**src/rtl/stepper_phase_driver_if.sv**
```systemverilog
// Move-command handshake between the command source and the stepper driver.
`timescale 1ns/1ps
interface stepper_phase_driver_if #(
    parameter int STEP_W = 16
);
    logic              cmd_valid;
    logic              cmd_ready;
    logic [STEP_W-1:0] cmd_steps;
    logic              cmd_dir;

    modport master (output cmd_valid, output cmd_steps, output cmd_dir, input cmd_ready);
    modport slave  (input cmd_valid, input cmd_steps, input cmd_dir, output cmd_ready);
endinterface

```
**src/rtl/stepper_phase_driver.sv**
```systemverilog
// Unipolar 4-wire stepper driver: turns divider ticks into coil phase patterns,
// runs counted moves from a valid/ready command port, tracks signed position.
`timescale 1ns/1ps
module stepper_phase_driver #(
    parameter int STEP_W = 16,
    parameter int POS_W  = 16
) (
    input  logic                 clock,
    input  logic                 reset,      // async, active low
    input  logic                 step_tick,
    input  logic                 enable,
    input  logic                 half_step,
    input  logic                 abort,
    stepper_phase_driver_if.slave cmd,
    output logic [3:0]           coil,
    output logic                 busy,
    output logic                 done,
    output logic [POS_W-1:0]     position
);

    typedef enum logic [1:0] {IDLE, RUN, DONE} state_t;

    state_t            state_q, state_d;
    logic [2:0]        idx_q, idx_d;
    logic [STEP_W-1:0] rem_q, rem_d;
    logic              dir_q, dir_d;
    logic [POS_W-1:0]  pos_q, pos_d;
    logic [3:0]        coil_q, coil_d;
    logic              busy_q, busy_d;
    logic              done_q, done_d;
    logic              ready_q, ready_d;
    logic              counted;

    // Half-step phase table; full-step uses the odd (two-coil) entries.
    function automatic logic [3:0] phase_pat(input logic [2:0] i);
        case (i)
            3'd0:    phase_pat = 4'b1000;
            3'd1:    phase_pat = 4'b1100;
            3'd2:    phase_pat = 4'b0100;
            3'd3:    phase_pat = 4'b0110;
            3'd4:    phase_pat = 4'b0010;
            3'd5:    phase_pat = 4'b0011;
            3'd6:    phase_pat = 4'b0001;
            default: phase_pat = 4'b1001;
        endcase
    endfunction

    // Next table index; full-step snaps an even index onto the odd sequence.
    function automatic logic [2:0] next_idx(input logic [2:0] i, input logic fwd,
                                            input logic half);
        logic [2:0] base;
        base = i | 3'd1;
        if (half) next_idx = fwd ? i + 3'd1 : i - 3'd1;
        else      next_idx = fwd ? base + 3'd2 : base - 3'd2;
    endfunction

    // Next-state and registered-output computation for the move FSM.
    always_comb begin
        state_d = state_q;
        idx_d   = idx_q;
        rem_d   = rem_q;
        dir_d   = dir_q;
        pos_d   = pos_q;
        busy_d  = busy_q;
        done_d  = 1'b0;
        ready_d = 1'b0;
        counted = (state_q == RUN) && step_tick && enable && !abort;
        case (state_q)
            IDLE: begin
                busy_d  = 1'b0;
                ready_d = 1'b1;
                if (cmd.cmd_valid && ready_q) begin
                    rem_d   = cmd.cmd_steps;
                    dir_d   = cmd.cmd_dir;
                    ready_d = 1'b0;
                    if (cmd.cmd_steps == '0) begin
                        state_d = DONE;
                        done_d  = 1'b1;
                    end else begin
                        state_d = RUN;
                        busy_d  = 1'b1;
                    end
                end
            end
            RUN: begin
                busy_d = 1'b1;
                // Abort beats a coincident tick: that tick is not stepped.
                if (abort) begin
                    state_d = DONE;
                    done_d  = 1'b1;
                    busy_d  = 1'b0;
                end else if (counted) begin
                    idx_d = next_idx(idx_q, dir_q, half_step);
                    rem_d = rem_q - STEP_W'(1);
                    pos_d = dir_q ? pos_q + POS_W'(1) : pos_q - POS_W'(1);
                    if (rem_q == STEP_W'(1)) begin
                        state_d = DONE;
                        done_d  = 1'b1;
                        busy_d  = 1'b0;
                    end
                end
            end
            default: begin
                // One-cycle DONE; ready comes back one cycle after IDLE is re-entered.
                state_d = IDLE;
                busy_d  = 1'b0;
            end
        endcase
        // Coils follow the new index (holding torque in IDLE) unless de-energised.
        coil_d = enable ? phase_pat(idx_d) : 4'b0000;
    end

    // State and output registers.
    always_ff @(posedge clock or negedge reset) begin
        if (!reset) begin
            state_q <= IDLE;
            idx_q   <= '0;
            rem_q   <= '0;
            dir_q   <= 1'b0;
            pos_q   <= '0;
            coil_q  <= '0;
            busy_q  <= 1'b0;
            done_q  <= 1'b0;
            ready_q <= 1'b0;
        end else begin
            state_q <= state_d;
            idx_q   <= idx_d;
            rem_q   <= rem_d;
            dir_q   <= dir_d;
            pos_q   <= pos_d;
            coil_q  <= coil_d;
            busy_q  <= busy_d;
            done_q  <= done_d;
            ready_q <= ready_d;
        end
    end

    assign cmd.cmd_ready = ready_q;
    assign coil          = coil_q;
    assign busy          = busy_q;
    assign done          = done_q;
    assign position      = pos_q;

endmodule

```
**src/flat_wrapper.sv**
```systemverilog
// flat-port wrapper written by rule: the top's interface ports become plain ports
module stepper_phase_driver_flat 
#(
    parameter int STEP_W = 16,
    parameter int POS_W  = 16
)
  (clock, reset, step_tick, enable, half_step, abort, coil, busy, done, position, cmd_cmd_valid, cmd_cmd_steps, cmd_cmd_dir, cmd_cmd_ready);
  stepper_phase_driver_if #(.STEP_W(STEP_W)) cmd_i ();
  input  logic clock;
  input  logic reset;
  input  logic step_tick;
  input  logic enable;
  input  logic half_step;
  input  logic abort;
  output logic [3:0] coil;
  output logic busy;
  output logic done;
  output logic [POS_W-1:0] position;
  input wire logic [$bits(cmd_i.cmd_valid)-1:0] cmd_cmd_valid;
  input wire logic [$bits(cmd_i.cmd_steps)-1:0] cmd_cmd_steps;
  input wire logic [$bits(cmd_i.cmd_dir)-1:0] cmd_cmd_dir;
  output wire logic [$bits(cmd_i.cmd_ready)-1:0] cmd_cmd_ready;
  assign cmd_i.cmd_valid = cmd_cmd_valid;
  assign cmd_i.cmd_steps = cmd_cmd_steps;
  assign cmd_i.cmd_dir = cmd_cmd_dir;
  assign cmd_cmd_ready = cmd_i.cmd_ready;
  stepper_phase_driver #(.STEP_W(STEP_W), .POS_W(POS_W)) u_core (.clock(clock), .reset(reset), .step_tick(step_tick), .enable(enable), .half_step(half_step), .abort(abort), .cmd(cmd_i), .coil(coil), .busy(busy), .done(done), .position(position));
endmodule
```
**config.mk**
```make
export PLATFORM = sky130hd
export DESIGN_NAME = stepper_phase_driver_flat
export DESIGN_NICKNAME = d
export VERILOG_FILES = /design/src/rtl/stepper_phase_driver_if.sv /design/src/rtl/stepper_phase_driver.sv /design/src/flat_wrapper.sv
export SDC_FILE = /design/constraint.sdc
export NUM_CORES = 1
export LEC_CHECK = 0
export ABC_AREA = 1
export CAP_MARGIN = 20
export CORE_ASPECT_RATIO = 1.25
export CORE_UTILIZATION = 55
export CTS_CLUSTER_DIAMETER = 150
export DETAILED_ROUTE_END_ITERATION = 8
export PLACE_DENSITY_LB_ADDON = 0.3
export SLEW_MARGIN = 20
export SYNTH_ARGS = -nofsm -noshare
export SYNTH_HDL_FRONTEND = slang
export SYNTH_SLANG_ARGS = --single-unit
```
**constraint.sdc**
```tcl
create_clock -name clock -period 2.65 [get_ports clock]
set_input_delay 0.53 -clock clock [delete_from_list [all_inputs] [get_ports clock]]
set_output_delay 0.53 -clock clock [all_outputs]
set_load 0.005 [all_outputs]
```
# --- Yosys cells after proc, flatten, opt, wreduce, memory -nomap -nowiden ---
# Index checks and enable logic that the tools add are counted.
totals:
  wordCells: 76
  output_inout_bits: 23
  inputBits: 24
  reg_bits: 45
classes:
  bitwise: 1
  reduce_logical: 13
  n_eq_ne: 13
  n_mux: 33
  addsub: 7
op_table:
  columns: ["cell", "count"]
  rows:
  - ["16-bit 2-to-1 mux", 4]
  - ["16-bit one-hot mux with 2 select lines", 1]
  - ["16-bit by 1-bit subtractor with 16-bit output (second input constant)", 2]
  - ["4-bit one-hot mux with 7 select lines", 1]
  - ["3-bit 2-to-1 mux", 6]
  - ["16-bit by 1-bit adder with 16-bit output (second input constant)", 1]
  - ["16-bit by 1-bit == test with 1-bit output (second input constant)", 1]
  - ["16-bit zero test", 1]
  - ["1-bit 2-to-1 mux", 12]
  - ["2-bit 2-to-1 mux", 5]
  - ["3-bit == test (second input constant)", 3]
  - ["3-bit by 2-bit == test with 1-bit output (second input constant)", 2]
  - ["3-bit AND reduction", 2]
  - ["1-bit logical AND", 4]
  - ["4-bit 2-to-1 mux", 1]
  - ["2-bit by 1-bit != test with 1-bit output (second input constant)", 2]
  - ["1-bit one-hot mux with 2 select lines", 2]
  - ["2-bit one-hot mux with 2 select lines", 1]
  - ["4-bit AND reduction", 1]
  - ["3-bit by 1-bit adder with 3-bit output (second input constant)", 1]
  - ["3-bit by 2-bit adder with 3-bit output (second input constant)", 1]
  - ["3-bit by 1-bit == test with 1-bit output (second input constant)", 1]
  - ["3-bit zero test", 1]
  - ["3-bit by 2-bit != test with 1-bit output (second input constant)", 1]
  - ["10 further kinds", 10]

# --- Depth between registers and ports, before layout ---
# Gate-level depths: netlist of the first run.
depth:
  word_depth: 10
  ltp_mapped: 12
  ltp_nobuf: 12

# --- Least setup slack after synthesis of the first run ---
# No wires, ideal clock.
synth_timing:
  path_type: "reg-to-reg"
  from: "reg u_core.dir_q"
  to: "reg u_core.pos_q[15] (netlist: u_core.position[15])"
  n_path_buf: 0
  setup_slack_ps: 667
  required_ps: 2533
  arrival_ps: 1866
  stages_incl_launch_ff: 12
  period_less_slack_ps: 1983
  path_cell_list: "dfrtp_1 > inv_1 > ha_1 > or2_2 > nand3_1 > nand2_1 > nand2_1 > nand2_1 > nand2_1 > nand2_1 > nand2_1 > nand2_1"
synth_via:
  elab_chain_cells: 1
synth_rtl:
  columns: ["item", "line", "rtl"]
  rows:
  - ["start: declaration", "stepper_phase_driver.sv:26", "logic dir_q, dir_d;"]
  - ["start signal: assignment", "stepper_phase_driver.sv:129", "dir_q <= dir_d;"]
  - ["16-bit 2-to-1 mux", "stepper_phase_driver.sv:95", "pos_d = dir_q ? pos_q + POS_W'(1) : pos_q - POS_W'(1);"]
  - ["end signal: assignment", "stepper_phase_driver.sv:130", "pos_q <= pos_d;"]
  - ["end: declaration", "stepper_phase_driver.sv:27", "logic [POS_W-1:0] pos_q, pos_d;"]
# Every way passes these cells.
# A chain may end at the register's enable or synchronous reset.

# --- Worst setup path in the final report of the first run ---
layout_timing:
  from: "reg u_core.dir_q"
  to: "reg u_core.pos_q[13] (netlist: u_core.position[13])"
# The elaborated chain is that of the path after synthesis.

==> out/metrics.yaml, run 1 <==
ys.flop_type: "dfrtp_1"
route.vias.total: 3257
layout-drive-gt1-share: 0.0598
synth_common_cells: "nand2_1, inv_1, nor2_1, dfrtp_1, nand3_1"
ir_drop_v: 0.000558
crit_arrival_ns: 2.40
final.setup.tns_ns: 0
rsz0062_at_grt: "no"
synth_warnings: 0
whs_ns: 0.131
postRouteWirelength_mm: 7.83
cts_setup_buffers: 0
synth-seq-cells: 45
critPathLaunch: "u_core.dir_q"
post-route-drc-count: 0
power.switching_w: 0.00223
grt_remaining_overflow: 0
ys_types: 32
die_w_um: 70.8
synth_async_sr_flop_share: 1.00
yosys.area.top_type: "dfrtp_1"
globalplace.congestion: 0.896
yosysMostFrequentCell: "nand2_1"
synth_area_mm2: 0.00326
leakage_nw: 2.03
grt_max_degree: 31
min_path_type: "in2async"
fin_ws_ns: 0.450
hold_violations: 0
required_ns: 2.85
hold_buffers: 0
syn-num-nets: 527
grtUsageTotal: 0.270
die_area_mm2: 0.00624
drtPass1Iterations: 5
maxCapViolations: 0
power.share.clock: 0.134
final_antenna_net_count: 0
ioPinCount: 47
power_frac_comb: 0.598
start_kind: "flop"
synth_area_leaders: "dfrtp_1, nand2_1, inv_1, ha_1, nor2_1"
status: "completed"
p_per_area_mw_per_mm2: 1220
worst-setup-path-type: "reg2reg"
dieHeight_um: 88.0
syn_to_final_growth_pct: 20.0
cp-end-kind: "flop"
fin_crit_ns: 2.20
clock-sinks: 45
fillers: 474
syn_avg_cell_area_um2: 6.72
netlist_instances: 485
slew_headroom: 0.666
cts_tree: "built"
finalCritPeriodShare: 0.830
ff2ff_path_depth: 11
nets: 576
timing.rr.start: "u_core.dir_q"
seq_area_frac_synth: 0.346
swShare: 0.466
p_int_w: 0.00255
portBuffers: 46
p_total_w: 0.00478
core.rowCount: 30
start_util: 0.586
clock_skew_ns: 0.0121
wire_per_inst_um: 13.1
dp.final_hpwl_mm: 6.09
setup_viol_count_final: 0
synth_edf_count: 0
cts_buffer_depth: 2
grt_pass1_wl_mm: 13.3
clk_latency_ns: 0.31
utilization: 0.703
n_antenna_cell: 0
cts-resized-gates: 0
maxSlewViolCount: 0
cts_buffers: 5
cp_max_fo: 14
drt_iter0_drc: 170
root_buffer: "clkbuf_8"
tightest_slew_ns: 0.500
grt_pass1_vias: 3163
netlist.area_leader.share: 0.346
p_seq_frac: 0.268
via_per_inst: 5.44
core_mm2: 0.00556
grt_antenna_before_repair: 0
clkTransAtPathRegs_ns: 0.10
pre_cts_slack_ns: 0.411
cts_htree_levels: 2
max_freq_ghz: 0.455
[routing by layer]
metal  vias to the layer above  track usage  routed length (µm)  share of wire
met2                       100        0.524                4140           0.53
li1                       1650            -                   -              -
met4                         0        0.120                 199          0.025
met1                      1489        0.289                3170           0.40
met3                        18       0.0403                 320          0.041
met5                         -            0                   0              0
[metrics by stage]
step | std cells | area (µm²)
after floorplan | 485 | 3260
after global placement | 591 | 3770
after detailed placement | 591 | 3770
after CTS | 599 | 3910
after global routing | 599 | 3910
final | 599 | 3910
[state kept, by name (all words and copies together) (netlist names)]
name,cells
u_core.dir_q,1
u_core.coil,4
u_core.position,16
u_core.done,1
u_core.busy,1
u_core.state_q,2
u_core.cmd.cmd_ready,1
u_core.rem_q,16
u_core.idx_q,3
[worst paths after layout]
kind,endpoint,slack [ns]
worst max-delay path,u_core.position[13],0.45
worst min-delay path,u_core.position[5],0.13
worst max register to register,u_core.position[13],0.45
worst min register to register,u_core.rem_q[14],0.49
max in group asynchronous,u_core.rem_q[12],1.78
min in group clock,u_core.rem_q[14],0.49
[worst max-delay path, stage by stage, from the launching register on]
cell and delay [ns]:
dfrtp_1 0.41, inv_1 0.39, buf_4 0.23, ha_1 0.28, nand2_1 0.14, inv_1 0.05
nand2_1 0.06, nand3_1 0.07, a21oi_1 0.18, nand3_1 0.09, nand3_1 0.12, nand2_1 0.06
[power groups by stage]
stage	combinational, W	clock, W	sequential (W)
2_1_floorplan	0.00201	0	0.00124
3_3_place_gp	0.00274	0	0.00127
3_5_place_dp	0.00283	0	0.00129
4_1_cts	0.00285	0.000649	0.00128
5_1_grt	0.00326	0.000667	0.00131
6_report	0.00286	0.000639	0.00128
[kinds of logic (layout without fill, tap and decap cells)]
family	Yosys count	count (layout)	share of synthesized area
AND/OR/NAND/NOR	267	267	0.347
buffers and inverters	79	129	0.0991
AO/OA/AOI/OAI	68	68	0.113
flip-flops	45	45	0.346
adder cells (fa/ha/maj)	18	18	0.0738
XOR/XNOR	8	8	0.0215
[cell usage in the layout (no fill, tap or decap), types with 4 or more instances in the layout]
cell             Yosys  routed
inv_2                4       4
nand3b_1             5       5
a31oi_1              4       4
nand2_2              5       5
nand4_1              6       6
clkbuf_8             0       5
dfrtp_1             45      45
nor2_1              53      53
ha_1                16      16
a21oi_1             20      20
o21ai_0             33      33
nor3_1               4       4
buf_4                0       5
clkdlybuf4s50_1      0      45
nand2_1            151     151
inv_1               66      66
xnor2_1              5       5
nand3_1             35      35
[cell type report]
| type | count | area, µm² | share of cell area |
|---|---|---|---|
| well taps | 64 | 80.1 | 0.0205 |
| clock buffers | 5 | 68.8 | 0.0176 |
| inverters | 70 | 263 | 0.0672 |
| clock inverters | 3 | 68.8 | 0.0176 |
| repair buffers | 51 | 493 | 0.126 |
| multi-input cells | 361 | 1810 | 0.463 |
| flip-flops and latches | 45 | 1130 | 0.288 |
Note: power is estimated with default switching activity, not from simulation.
==> inputs of run 2 (changes only) <==
- CORE_UTILIZATION: 55 -> 50
- clock period: 2.65 -> 2 ns (I/O delays scaled with it)
==> run 2 against run 1 <==
Power is 30% higher. Critical endpoint is now u_core.coil[3]. Sequential cell count stayed put. Sequential power up 32%. Highest routed layer unchanged. Clock-buffer cell count rose by 1. Critical path depth unchanged. First-iteration DRC count up 6.5%. Hold slack worse by 0.078 ns. Via count rose by 1.3%.
==> out/metrics.yaml, run 2 (synthesis gave the netlist of run 1 again) <==
final.setup.tns_ns: 0  # unchanged
via_per_inst: 5.25  # was 5.44
start_util: 0.521  # was 0.586
stdcell_area_mm2: 0.00399  # was 0.00391 mm²
root_buffer: "clkbuf_8"  # unchanged
core.rowCount: 32  # was 30
grtUsageTotal: 0.250  # was 0.270
grt_max_degree: 29  # was 31
fin_crit_ns: 1.85  # was 2.20 ns
ioPinCount: 47  # unchanged
clk_latency_ns: 0.30  # was 0.31 ns
globalplace.congestion: 0.938  # was 0.896
dp.final_hpwl_mm: 6.18  # was 6.09 mm
cts_buffers: 5  # unchanged
max_freq_ghz: 0.539  # was 0.455 GHz
timing.rr.start: "u_core.dir_q"  # unchanged
start_kind: "flop"  # unchanged
cts_htree_levels: 2  # unchanged
layout_common_cells: "nand2_1, inv_1, nor2_1"  # unchanged
cp_max_fo: 5  # was 14
syn_to_final_growth_pct: 22.6  # was 20.0%
ir_drop_v: 0.000533  # was 0.000558 V
clkTransAtPathRegs_ns: 0.09  # was 0.10 ns
cp-end-kind: "flop"  # unchanged
nets: 585  # was 576
wire_per_inst_um: 12.5  # was 13.1 µm
ff2ff_path_depth: 11  # unchanged
critPathLaunch: "u_core.dir_q"  # unchanged
min_path_type: "in2async"  # unchanged
p_seq_frac: 0.271  # was 0.268
grt_pass1_wl_mm: 13.2  # was 13.3 mm
postRouteWirelength_mm: 7.87  # was 7.83 mm
grt_pass1_vias: 3107  # was 3163
swShare: 0.476  # was 0.466
clock-sinks: 45  # unchanged
grt_antenna_before_repair: 0  # unchanged
power.switching_w: 0.00297  # was 0.00223 W
layout_commonest_cell: "nand2_1"  # unchanged
clock_skew_ns: 0.00683  # was 0.0121 ns
tightest_slew_ns: 0.503  # was 0.500 ns
p_int_w: 0.00326  # was 0.00255 W
grt_remaining_overflow: 0  # unchanged
p_per_area_mw_per_mm2: 1560  # was 1220 mW/mm²
die_area_mm2: 0.00684  # was 0.00624 mm²
n_antenna_cell: 0  # unchanged
status: "completed"  # unchanged
cts_tree: "built"  # unchanged
cts_buffer_depth: 2  # unchanged
core_mm2: 0.00625  # was 0.00556 mm²
final_antenna_net_count: 0  # unchanged
hold_violations: 0  # unchanged
die_w_um: 74.2  # was 70.8 µm
slew_headroom: 0.665  # was 0.666
power.share.clock: 0.096  # was 0.134
layout-drive-gt1-share: 0.0902  # was 0.0598
post-route-drc-count: 0  # unchanged
drt_iter0_drc: 181  # was 170
worst-setup-path-type: "reg2reg"  # unchanged
place_area_mm2: 0.00387  # was 0.00377 mm²
maxSlewViolCount: 0  # unchanged
maxCapViolations: 0  # unchanged
portBuffers: 46  # unchanged
dieHeight_um: 92.2  # was 88.0 µm
p_total_w: 0.00623  # was 0.00478 W
drtPass1Iterations: 6  # was 5
crit_arrival_ns: 2.05  # was 2.40 ns
required_ns: 2.19  # was 2.85 ns
route.vias.total: 3300  # was 3257
finalCritPeriodShare: 0.927  # was 0.830
power_frac_comb: 0.634  # was 0.598
setup_viol_count_final: 0  # unchanged
leakage_nw: 2.05  # was 2.03 nW
run 2: timing repair:
item                                    4_1_cts  5_1_grt
hold buffers                                  0        0
setup buffers                                 0        1
resized for setup                             0        9
hold endpoints to repair                      0        0
endpoints found under the setup margin        0        9
run 2: per-stage QoR:
step | cells | util | setup slack [ns] | hold slack (ns)
after floorplan | 485 | - | 0.0173 | 0.104
after global placement | 620 | 0.619 | 0.0991 | 0.410
after detailed placement | 620 | 0.619 | 0.0409 | 0.398
after CTS | 627 | 0.634 | 0.0698 | 0.0671
after global routing | 628 | 0.639 | -0.00133 | 0.0924
final | 628 | 0.639 | 0.146 | 0.0526
run 2: worst max-delay path, cell delays in order, from the launching register on:
cell	delay, ns
dfrtp_1	0.38
inv_2	0.07
buf_4	0.16
fa_1	0.42
inv_1	0.06
nand2_1	0.06
nand3_1	0.11
nand3_1	0.08
nand2_1	0.07
nand2_2	0.10
o21ai_0	0.19
nor2_1	0.06
run 2: worst paths after layout:
kind	slack (ns)	endpoint
max	0.15	u_core.coil[3]
min	0.05	u_core.position[6]
min in group clock	0.49	u_core.rem_q[14]
max in group asynchronous	1.44	u_core.position[10]
max reg2reg	0.15	u_core.coil[3]
min reg2reg	0.49	u_core.rem_q[14]
run 2: area by class of cell:
cell class	instances	area, µm²
multi-input combinational	361	1830
sequential	45	1130
tap	85	106
timing repair buffer	60	573
inverter	70	263
clock buffer	6	82.6
clock inverter	1	7.51
fill	563	2250
run 2: power groups by stage:
stage          combinational, W  sequential, W  clock [W]
3_3_place_gp            0.00374        0.00168          0
3_5_place_dp            0.00385        0.00169          0
2_1_floorplan           0.00266        0.00164          0
6_report                0.00395        0.00169   0.000598
4_1_cts                 0.00386        0.00167   0.000619
5_1_grt                 0.00451        0.00173   0.000645
run 2: layer usage:
metal	GRT usage	vias to the layer above	part of all wire
li1	-	1657	-
met1	0.279	1500	0.40
met2	0.460	116	0.52
met3	0.0308	27	0.044
met4	0.109	0	0.035
met5	0	-	0
